===== config.mk =====
export PLATFORM = sky130hd
export DESIGN_NAME = syn_mem_seq
export DESIGN_NICKNAME = d
export VERILOG_FILES = /design/src/rtl/syn_mem_seq_pkg.sv /design/src/rtl/syn_wr_pipe.sv /design/src/rtl/syn_mem_seq.sv
export SDC_FILE = /design/constraint.sdc
export NUM_CORES = 1
export LEC_CHECK = 0
export BUFFER_PORTS_ARGS = -buffer_cell sky130_fd_sc_hd__buf_2
export CAP_MARGIN = 30
export CELL_PAD_IN_SITES_DETAIL_PLACEMENT = 2
export CELL_PAD_IN_SITES_GLOBAL_PLACEMENT = 2
export CORE_MARGIN = 8
export CORE_UTILIZATION = 35
export CTS_CLUSTER_SIZE = 14
export DETAILED_ROUTE_END_ITERATION = 7
export MAX_ROUTING_LAYER = met4
export PLACE_DENSITY = 0.89
export SETUP_SLACK_MARGIN = 0.5
export SLEW_MARGIN = 25
export SYNTH_ARGS = -nofsm -noshare
export SYNTH_HDL_FRONTEND = slang
export SYNTH_SLANG_ARGS = --single-unit

===== constraint.sdc =====
create_clock -name clk -period 2.4 [get_ports clk]
set_input_delay 0.12 -clock clk [delete_from_list [all_inputs] [get_ports clk]]
set_output_delay 0.12 -clock clk [all_outputs]
set_load 0.02 [all_outputs]

===== src/rtl/syn_mem_seq_pkg.sv =====
// Shared definitions for the Synapse DMEM address sequencer: address width,
// default write-pipeline depth and the sequencer state encoding.
package syn_mem_seq_pkg;

    // Width of a Synapse local data memory address.
    localparam int ADDR_DMEM = 6;

    // Cycles from a read issue to the write of its result
    // (multiplier register plus adder-operand register).
    localparam int LAT_DEFAULT = 2;

    typedef enum logic [1:0] {
        ST_IDLE  = 2'd0,
        ST_RUN   = 2'd1,
        ST_DRAIN = 2'd2,
        ST_DONE  = 2'd3
    } seq_state_e;

    // Address accumulation; the sum wraps silently at 2^ADDR_DMEM.
    function automatic logic [ADDR_DMEM-1:0] addr_add(
        input logic [ADDR_DMEM-1:0] a,
        input logic [ADDR_DMEM-1:0] b
    );
        return a + b;
    endfunction

endpackage


===== src/rtl/syn_wr_pipe.sv =====
// LAT-deep delay line of {valid, write address}. Shifts every cycle because the
// Synapse datapath never stalls; flush clears only the valid bits.
module syn_wr_pipe import syn_mem_seq_pkg::*; #(
    parameter int LAT = LAT_DEFAULT,
    parameter int AW  = ADDR_DMEM
) (
    input  logic          clk,
    input  logic          rst,
    input  logic          flush,
    input  logic          in_valid,
    input  logic [AW-1:0] in_addr,
    output logic          out_valid,
    output logic [AW-1:0] out_addr,
    output logic          pending
);

    logic [LAT-1:0] valid_r;
    logic [AW-1:0]  addr_r [LAT];
    logic           pending_s;

    // Shift valid and address one stage per cycle; flush drops all valids.
    always_ff @(posedge clk or negedge rst) begin
        if (!rst) begin
            valid_r <= {LAT{1'b0}};
            for (int i = 0; i < LAT; i++) begin
                addr_r[i] <= {AW{1'b0}};
            end
        end else begin
            if (flush) begin
                valid_r <= {LAT{1'b0}};
            end else begin
                valid_r[0] <= in_valid;
                for (int i = 1; i < LAT; i++) begin
                    valid_r[i] <= valid_r[i-1];
                end
            end
            addr_r[0] <= in_addr;
            for (int i = 1; i < LAT; i++) begin
                addr_r[i] <= addr_r[i-1];
            end
        end
    end

    // Entries that will still be in the line after this cycle's tail write.
    always_comb begin
        pending_s = 1'b0;
        for (int i = 0; i < LAT - 1; i++) begin
            pending_s = pending_s | valid_r[i];
        end
    end

    assign out_valid = valid_r[LAT-1];
    assign out_addr  = addr_r[LAT-1];
    assign pending   = pending_s;

endmodule


===== src/rtl/syn_mem_seq.sv =====
// Address sequencer for one Synapse's local data memory: accepts a strided
// vector command, streams read addresses and, LAT cycles later, the matching
// write addresses and write strobe.
module syn_mem_seq import syn_mem_seq_pkg::*; #(
    parameter int LAT   = LAT_DEFAULT,
    parameter int LEN_W = 8
) (
    input  logic                 clk,
    input  logic                 rst,
    input  logic                 cmd_valid,
    output logic                 cmd_ready,
    input  logic [ADDR_DMEM-1:0] cmd_r_base,
    input  logic [ADDR_DMEM-1:0] cmd_r_stride,
    input  logic [ADDR_DMEM-1:0] cmd_w_base,
    input  logic [ADDR_DMEM-1:0] cmd_w_stride,
    input  logic [LEN_W-1:0]     cmd_len,
    input  logic                 hold,
    input  logic                 abort,
    output logic [ADDR_DMEM-1:0] r_addr,
    output logic                 rd_en,
    output logic [ADDR_DMEM-1:0] w_addr,
    output logic                 we_ram,
    output logic                 busy,
    output logic                 done
);

    seq_state_e           state_r;
    seq_state_e           fsm_next_s;
    seq_state_e           state_s;
    logic [ADDR_DMEM-1:0] rptr_r;
    logic [ADDR_DMEM-1:0] wptr_r;
    logic [ADDR_DMEM-1:0] rstride_r;
    logic [ADDR_DMEM-1:0] wstride_r;
    logic [LEN_W-1:0]     len_r;
    logic [LEN_W-1:0]     cnt_r;
    logic                 accept_s;
    logic                 issue_s;
    logic                 pipe_valid_s;
    logic [ADDR_DMEM-1:0] pipe_addr_s;
    logic                 pending_s;

    // Write-side delay line; each read issue pushes the current write pointer.
    syn_wr_pipe #(
        .LAT (LAT),
        .AW  (ADDR_DMEM)
    ) u_wr_pipe (
        .clk       (clk),
        .rst       (rst),
        .flush     (abort),
        .in_valid  (issue_s),
        .in_addr   (wptr_r),
        .out_valid (pipe_valid_s),
        .out_addr  (pipe_addr_s),
        .pending   (pending_s)
    );

    // Next-state logic; abort overrides every transition and returns to IDLE.
    always_comb begin
        fsm_next_s = state_r;
        accept_s   = 1'b0;
        issue_s    = 1'b0;
        case (state_r)
            ST_IDLE: begin
                if (cmd_valid && !abort) begin
                    accept_s = 1'b1;
                    if (cmd_len == {LEN_W{1'b0}}) begin
                        fsm_next_s = ST_DONE;
                    end else begin
                        fsm_next_s = ST_RUN;
                    end
                end else begin
                    fsm_next_s = ST_IDLE;
                end
            end
            ST_RUN: begin
                if (!hold && !abort) begin
                    issue_s = 1'b1;
                    if (cnt_r == len_r - LEN_W'(1)) begin
                        fsm_next_s = ST_DRAIN;
                    end else begin
                        fsm_next_s = ST_RUN;
                    end
                end else begin
                    fsm_next_s = ST_RUN;
                end
            end
            ST_DRAIN: begin
                if (pending_s) begin
                    fsm_next_s = ST_DRAIN;
                end else begin
                    fsm_next_s = ST_DONE;
                end
            end
            ST_DONE: begin
                fsm_next_s = ST_IDLE;
            end
            default: begin
                fsm_next_s = ST_IDLE;
            end
        endcase
        if (abort) begin
            state_s = ST_IDLE;
        end else begin
            state_s = fsm_next_s;
        end
    end

    // Output decode; addresses read as zero whenever their strobe is low.
    always_comb begin
        cmd_ready = (state_r == ST_IDLE) && !abort;
        busy      = (state_r != ST_IDLE);
        done      = (state_r == ST_DONE) && !abort;
        rd_en     = issue_s;
        we_ram    = pipe_valid_s && !abort;
        if (issue_s) begin
            r_addr = rptr_r;
        end else begin
            r_addr = {ADDR_DMEM{1'b0}};
        end
        if (pipe_valid_s && !abort) begin
            w_addr = pipe_addr_s;
        end else begin
            w_addr = {ADDR_DMEM{1'b0}};
        end
    end

    // State register.
    always_ff @(posedge clk or negedge rst) begin
        if (!rst) begin
            state_r <= ST_IDLE;
        end else begin
            state_r <= state_s;
        end
    end

    // Command latch on handshake; pointer and counter advance on each read issue.
    always_ff @(posedge clk or negedge rst) begin
        if (!rst) begin
            rptr_r    <= {ADDR_DMEM{1'b0}};
            wptr_r    <= {ADDR_DMEM{1'b0}};
            rstride_r <= {ADDR_DMEM{1'b0}};
            wstride_r <= {ADDR_DMEM{1'b0}};
            len_r     <= {LEN_W{1'b0}};
            cnt_r     <= {LEN_W{1'b0}};
        end else if (accept_s) begin
            rptr_r    <= cmd_r_base;
            wptr_r    <= cmd_w_base;
            rstride_r <= cmd_r_stride;
            wstride_r <= cmd_w_stride;
            len_r     <= cmd_len;
            cnt_r     <= {LEN_W{1'b0}};
        end else if (issue_s) begin
            rptr_r <= addr_add(rptr_r, rstride_r);
            wptr_r <= addr_add(wptr_r, wstride_r);
            cnt_r  <= cnt_r + LEN_W'(1);
        end
    end

endmodule

==> impl_metrics.csv, run 1 <==
group,metric,value,unit
run_status,run_status,"complete, no violations",
global_route,grt_remaining_overflow,0,
synthesis,synth_seq_area_share,48.6,%
synthesis,synth-edff-count,0,
critical_path,r2r_slack,0.39,ns
synthesis,synth_most_common_cell,"dfrtp_1",
synthesis,ys_types,45,
power,power_leakage,0.00178,uW
cells_and_area,drive_gt1_share,46.9,%
sta,setup_ws,0.390,ns
synthesis,ys_ff_latch,56,
floorplan,io_pins,54,
clock_tree,root_buffer,"clkbuf_8",
detailed_routing,drtIter0Drc,75,
sta,max_freq,498,MHz
floorplan,core,8090,um^2
synthesis,synth_area,2880,um^2
detailed_routing,firstDrtPassIters,4,
power,swShare,34.9,%
synthesis,yosysTopAreaCellShare,48.6,%
floorplan,die_area,11400,um^2
clock_tree,cts_made_buffers,5,
power,clockPowerShare,21.0,%
placed_design,placed_cell_area,3260,um^2
critical_path,path_class,"reg -> reg",
hold_path,min_path_type,"in -> reg",
sta,fin_tns_setup,0,ns
synthesis,synth.avg_cell_area,10.8,um^2
detailed_routing,wl_per_cell,23.6,um
clock_tree,cts_max_level,2,
power,p_seq_share,43.2,%
floorplan,initial_utilization,35.6,%
sta,slew_headroom,51.7,%
critical_path,crit_fanout,2,
floorplan,num_rows,33,
clock_tree,insertion_delay,0.32,ns
floorplan,fp.dieH,107,um
critical_path,critPathLaunchType,"register",
synthesis,synth_fp_nets,317,
cells_and_area,diodes,0,
global_route,grt_pass1_wl,16.0,mm
sta,post-route-period-util,83.7,%
sta,final_max_slew_viol_count,0,
clock_tree,cts_tree,"yes",
power,internal-power,1980,uW
detailed_routing,antenna_left,0,
cells_and_area,nets,400,
sta,setup_violations,0,
placed_design,place_hpwl,6.19,mm
placed_design,place_congestion,0.810,
synthesis,netlist_instances,266,
floorplan,die_x,107,um
global_route,grt_max_degree,57,
synthesis,synth_async_sr_flop_share,100,%
synthesis,synthTopCellsByCount,"56 x dfrtp_1, 26 x nor2_1, 20 x nand2_1",
sta,hold_viol,0,
placed_design,port_buffers,53,
global_route,track_usage,18.9,%
detailed_routing,via_per_inst,5.27,
sta,whs,0.0242,ns
power,p_sw,1060,uW
global_route,grt_pass1_vias,2790,
detailed_routing,drt_wl_total,10.7,mm
sta,worstMarginPinSlew,0.725,ns
power,power_density,781,nW/um^2
detailed_routing,num_vias,2397,
cells_and_area,design_area,3890,um^2
global_route,antenna_found_initial,0,
clock_tree,cts.sink_count,56,
sta,final.setup_skew,0.00791,ns
synthesis,ys_warn_count,0,
synthesis,synth_ff_type,"dfrtp_1",
critical_path,crit_required,2.61,ns
clock_tree,clkTransAtPathRegs,0.10,ns
critical_path,crit_arrival,2.22,ns
sta,rsz0062_at_grt,"true",
synthesis,netlist.top_cell.by_area,"dfrtp_1",
power,irDropWorstVdd,0.350,mV
cells_and_area,syn_to_final_growth,34.9,%
flow_run,max_cap_viol_count,0,
sta,fin_crit,2.01,ns
detailed_routing,route.detailed.drc,0,
critical_path,end_kind,"register",
cells_and_area,fill_cells,841,
synthesis,yosys-top-cells-area,"dfrtp_1 49%, mux2_2 6.2%, ha_1 5.2%",
placed_design,place_ws,0.307,ns
power,p_total,3040,uW
clock_tree,cts_buffer_depth,2,
power,power_frac_comb,35.8,%
-- power groups by stage --
stage	combinational, uW	clock [uW]	sequential (uW)
after detailed placement	727	0	1280
final	1090	639	1310
after CTS	860	643	1280
after global placement	669	0	1260
after floorplan	531	0	1220
after global routing	1180	675	1330
-- cell usage in the layout (no fill, tap or decap), types with 3 or more instances in the layout --
| master | instances |
|---|---|
| clkbuf_8 | 5 |
| inv_2 | 5 |
| nor2_1 | 22 |
| buf_2 | 48 |
| o21ai_0 | 10 |
| nor2b_1 | 6 |
| ha_4 | 7 |
| nand3_1 | 3 |
| dfrtp_1 | 48 |
| nand2_1 | 20 |
| ha_1 | 4 |
| and2_4 | 6 |
| nor3_1 | 4 |
| buf_4 | 31 |
| mux2_2 | 16 |
| dfrtp_2 | 8 |
| xor2_1 | 14 |
| o21ai_1 | 3 |
| inv_1 | 7 |
| a22oi_1 | 4 |
| a21oi_2 | 5 |
| buf_6 | 7 |
| a221o_1 | 5 |
| xnor2_1 | 8 |
| nor2_4 | 4 |
| and2_1 | 6 |
-- worst max-delay path, cell delays in order (launching register included) --
cell      delay, ns
dfrtp_1        0.41
ha_1           0.31
a21oi_2        0.18
o211ai_1       0.11
a21oi_1        0.21
xor2_1         0.24
nor3_1         0.08
or3b_1         0.35
-- metal layers --
layer  GRT usage [%]  up-vias  wire (um)
met2            35.1       51       6150
met5               -        -          0
met1            19.9     1252       4180
li1                -     1076          -
met3            2.34       18        158
met4            7.44        0        259
-- repair_timing --
item | CTS | global route
hold endpoints to repair | 56 | 0
hold buffers | 1 | 0
buffers inserted | 13 | 15
gates cloned | 0 | 0
gates resized for setup | 34 | 41
setup endpoints to repair | 27 | 21
pin swaps | 8 | 27
-- cells by family (layout without fill, tap and decap cells) --
| kind of cell | Yosys count | after routing | share of synthesized area [%] |
|---|---|---|---|
| AND/OR/NAND/NOR | 87 | 87 | 14.9 |
| flip-flops | 56 | 56 | 48.6 |
| AO/OA/AOI/OAI | 42 | 42 | 10.5 |
| buffers and inverters | 25 | 109 | 4.86 |
| XOR/XNOR | 24 | 24 | 7.55 |
| multiplexers | 18 | 18 | 6.94 |
| adder cells (fa/ha/maj) | 14 | 14 | 6.59 |
-- final timing paths --
kind | from | end | depth (start not counted)
worst max-delay path | rptr_r[1] | rptr_r[5] | 7
worst min-delay path | cmd_r_stride[3] | rstride_r[3] | 2
worst max register to register | rptr_r[1] | rptr_r[5] | 7
worst min register to register | u_wr_pipe.addr_r[7] | u_wr_pipe.out_addr[1] | 0
max in group asynchronous | rst | len_r[1] | 3
min in group asynchronous | rst | rstride_r[2] | 3
-- state kept, by name (all words and copies together) (netlist names) --
register,flops
u_wr_pipe.addr_r,6
u_wr_pipe.valid_r,2
rstride_r,6
wstride_r,6
rptr_r,6
state_r,2
len_r,8
cnt_r,8
u_wr_pipe.out_addr,6
wptr_r,6
-- metrics by stage --
stage,instances,util (%)
final,455,48.1
after global routing,455,48.1
after detailed placement,418,40.2
after CTS,440,44.7
after global placement,418,40.2
after floorplan,266,-
-- final cells by class --
cell class	instances	area, um^2	area share [%]
clock inverters	2	35.0	0.900
flip-flops and latches	56	1410	36.3
inverters	13	75.1	1.93
repair buffers	88	582	15.0
multi-input cells	185	1580	40.7
clock buffers	6	72.6	1.86
well taps	105	131	3.38
(Power assumes the default switching activity.)
==> run 2: changes to the inputs <==
--- a/config.mk
+++ b/config.mk
@@ -5,16 +5,17 @@
 export SDC_FILE = /design/constraint.sdc
 export NUM_CORES = 1
 export LEC_CHECK = 0
+export ABC_AREA = 1
 export BUFFER_PORTS_ARGS = -buffer_cell sky130_fd_sc_hd__buf_2
 export CAP_MARGIN = 30
 export CELL_PAD_IN_SITES_DETAIL_PLACEMENT = 2
 export CELL_PAD_IN_SITES_GLOBAL_PLACEMENT = 2
 export CORE_MARGIN = 8
-export CORE_UTILIZATION = 35
+export CORE_UTILIZATION = 29
 export CTS_CLUSTER_SIZE = 14
 export DETAILED_ROUTE_END_ITERATION = 7
 export MAX_ROUTING_LAYER = met4
-export PLACE_DENSITY = 0.89
+export PLACE_DENSITY = 0.86
 export SETUP_SLACK_MARGIN = 0.5
 export SLEW_MARGIN = 25
 export SYNTH_ARGS = -nofsm -noshare
==> constraint.sdc (replaced) <==
create_clock -name clk -period 1.78 [get_ports clk]
set_input_delay 0.089 -clock clk [delete_from_list [all_inputs] [get_ports clk]]
set_output_delay 0.089 -clock clk [all_outputs]
set_load 0.02 [all_outputs]
==> impl_metrics.csv, run 2 <==
group,metric,value,unit
sta,final_max_slew_viol_count,0,
hold_path,min_path_type,"in -> reg",
run_status,run_status,"complete, no violations",
synthesis,yosysTopAreaCellShare,47.7,%
cells_and_area,fill_cells,1073,
synthesis,yosys-top-cells-area,"dfrtp_1 48%, nand2_1 14%, inv_1 6.0%",
global_route,grt_remaining_overflow,0,
synthesis,netlist_instances,362,
synthesis,synth.avg_cell_area,8.11,um^2
global_route,antenna_found_initial,0,
critical_path,path_class,"reg -> reg",
clock_tree,insertion_delay,0.34,ns
floorplan,num_rows,36,
cells_and_area,diodes,0,
synthesis,synth_most_common_cell,"nand2_1",
power,swShare,43.0,%
cells_and_area,mostFrequentLayoutCell,"nand2_1",
detailed_routing,antenna_left,0,
synthesis,synth_compound_area_share,8.73,%
critical_path,path_cells,"inv_2, nand3_4, buf_4, nor3_4, nand2_1, nor2_2, nand2_2, o21ai_2, a21oi_1",
cells_and_area,nets,554,
sta,post-route-period-util,98.2,%
floorplan,die_area,13600,um^2
detailed_routing,num_vias,3176,
flow_run,max_cap_viol_count,0,
detailed_routing,firstDrtPassIters,4,
cells_and_area,drive_gt1_share,45.2,%
detailed_routing,drt_wl_total,15.7,mm
critical_path,worst-path-buf-inv,2,
synthesis,synth_area,2940,um^2
floorplan,core,9820,um^2
synthesis,synth_top_family_by_area,"simple AND/OR/NAND/NOR gates",
floorplan,initial_utilization,29.9,%
synthesis,synth_async_sr_flop_share,100,%
synthesis,netlist.top_cell.by_area,"dfrtp_1",
global_route,grt_max_degree,57,
synthesis,synth_fp_nets,413,
critical_path,path_delay_family,"simple AND/OR/NAND/NOR gates",
cells_and_area,fin_cells,637,
critical_path,crit_fanout,5,
sta,max_freq,572,MHz
clock_tree,clkTransAtPathRegs,0.12,ns
cells_and_area,multiInputGateArea,1740,um^2
sta,setup_violations,0,
floorplan,io_pins,54,
synthesis,synthTopCellsByCount,"109 x nand2_1, 56 x dfrtp_1, 47 x inv_1",
cells_and_area,design_area,4960,um^2
critical_path,cpPeakStageDelay,0.45,ns
power,power_leakage,0.00244,uW
placed_design,place_hpwl,6.73,mm
detailed_routing,route.detailed.drc,0,
synthesis,synth-xor-area-share,3.58,%
sta,worstMarginPinSlew,0.580,ns
global_route,grt_pass1_wl,19.3,mm
power,power_density,1240,nW/um^2
power,p_seq_share,33.5,%
cells_and_area,reg.largest.list,"cnt_r: 8 flops, len_r: 8 flops",
global_route,grt_pass1_vias,3548,
clock_tree,root_buffer,"clkbuf_8",
critical_path,crit_arrival,1.99,ns
clock_tree,cts_buffer_depth,2,
synthesis,synth.area.mux_share,0,%
synthesis,synth-edff-count,0,
critical_path,critPathLaunchType,"register",
critical_path,cp_slowest_cell,"dfrtp_1",
clock_tree,cts_max_level,2,
power,p_sw,2650,uW
detailed_routing,via_per_inst,4.99,
synthesis,synth_seq_area_share,47.7,%
detailed_routing,wl_per_cell,24.6,um
sta,fin_crit,1.75,ns
synthesis,ys_ff_latch,56,
placed_design,placed_cells,545,
floorplan,die_x,117,um
power,power_frac_comb,51.4,%
detailed_routing,drtIter0Drc,127,
synthesis,synth_ff_type,"dfrtp_1",
cells_and_area,final_cell_mix,"72 x nand2_1, 54 x dfrtp_1, 43 x buf_2",
sta,final.setup_skew,0.00998,ns
power,irDropWorstVdd,0.708,mV
power,clockPowerShare,15.1,%
global_route,track_usage,19.3,%
synthesis,synth_fa_ha_area_share,6.48,%
cells_and_area,syn_to_final_growth,69.0,%
placed_design,place_congestion,0.852,
sta,slew_headroom,61.0,%
clock_tree,cts.sink_count,56,
critical_path,crit_required,2.02,ns
cells_and_area,seqCellArea,1400,um^2
floorplan,fp.dieH,117,um
sta,hold_viol,0,
clock_tree,cts_made_buffers,5,
power,internal-power,3510,uW
synthesis,synth-simple-area-share,25.9,%
placed_design,placed_cell_area,3490,um^2
placed_design,port_buffers,53,
critical_path,end_kind,"register",
clock_tree,cts_tree,"yes",
sta,rsz0062_at_grt,"true",
synthesis,ys_warn_count,0,
synthesis,ys_types,31,
run 2: cell count changes after synthesis, sizes merged, moves of 8 or more:
| cell | delta |
|---|---|
| nand2 | +89 |
| inv | +39 |
| mux2 | -16 |
| nand3 | +14 |
| nor2 | +13 |
| and2 | -12 |
| o21ai | +9 |
| xor2 | -8 |
run 2: final timing paths:
| path | from | end | slack (ns) | cells after the start |
|---|---|---|---|---|
| setup reg to reg | state_r[1] | cnt_r[6] | 0.03 | 9 |
| max in group asynchronous | rst | wptr_r[2] | 1.23 | 3 |
| setup / recovery | state_r[1] | cnt_r[6] | 0.03 | 9 |
| hold reg to reg | u_wr_pipe.addr_r[10] | u_wr_pipe.out_addr[4] | 0.37 | 0 |
| min in group asynchronous | rst | len_r[5] | 0.27 | 3 |
| hold / removal | cmd_r_base[3] | rptr_r[3] | 0.02 | 3 |
run 2: cells by family (layout without fill, tap and decap cells):
| logic type | Yosys count | after routing |
|---|---|---|
| AND/OR/NAND/NOR | 177 | 177 |
| adder cells (fa/ha/maj) | 14 | 14 |
| flip-flops | 56 | 56 |
| XOR/XNOR | 12 | 12 |
| AO/OA/AOI/OAI | 45 | 45 |
| buffers and inverters | 58 | 200 |
run 2: final cells by class:
| type | instances | share of cell area (%) |
|---|---|---|
| clock inverters | 3 | 0.933 |
| repair buffers | 140 | 26.5 |
| repair inverters | 1 | 0.151 |
| multi-input cells | 248 | 35.0 |
| inverters | 51 | 4.41 |
| well taps | 133 | 3.35 |
| clock buffers | 5 | 1.39 |
| flip-flops and latches | 56 | 28.3 |
run 2: routing by layer:
layer	vias to the layer above	share of wire [%]	GRT usage [%]	wire length, um
li1	1422	-	-	-
met5	-	0	-	0
met1	1625	38	20.8	5890
met3	38	3.6	3.21	558
met4	0	2.9	5.72	461
met2	91	56	35.4	8750
run 2: worst min-delay path: cells and delay by family:
family | cells | cell delay (ns)
compound gates | 1 | 0.09
buf+inv | 1 | 0.08
simple gates | 1 | 0.06
run 2: repair_timing:
item,in CTS,in global routing
hold endpoints to repair,78,2
pin swaps,24,26
hold buffers,23,2
buffers inserted,32,20
resized for setup,60,99
setup endpoints to repair,52,58
cloned,3,4
run 2: power groups by stage:
| stage | registers (uW) | clock network, uW | logic (uW) |
|---|---|---|---|
| after detailed placement | 2000 | 0 | 1860 |
| after CTS | 1980 | 920 | 2370 |
| final | 2060 | 930 | 3160 |
| after global routing | 2100 | 992 | 3370 |
| after global placement | 1970 | 0 | 1740 |
| after floorplan | 1900 | 0 | 1380 |
run 2: through the flow:
step                      setup TNS [ns]  utilization (%)  power (uW)  worst slack, ns  hold WS [ns]
after floorplan                        0                -        3280            0.372        -0.207
after global placement                 0             35.5        3700            0.264         0.115
after detailed placement               0             35.5        3870            0.201         0.120
after CTS                              0             44.5        5270            0.229       0.00214
after global routing              -0.157             50.5        6460          -0.0741        0.0213
final                                  0             50.5        6150           0.0323        0.0193
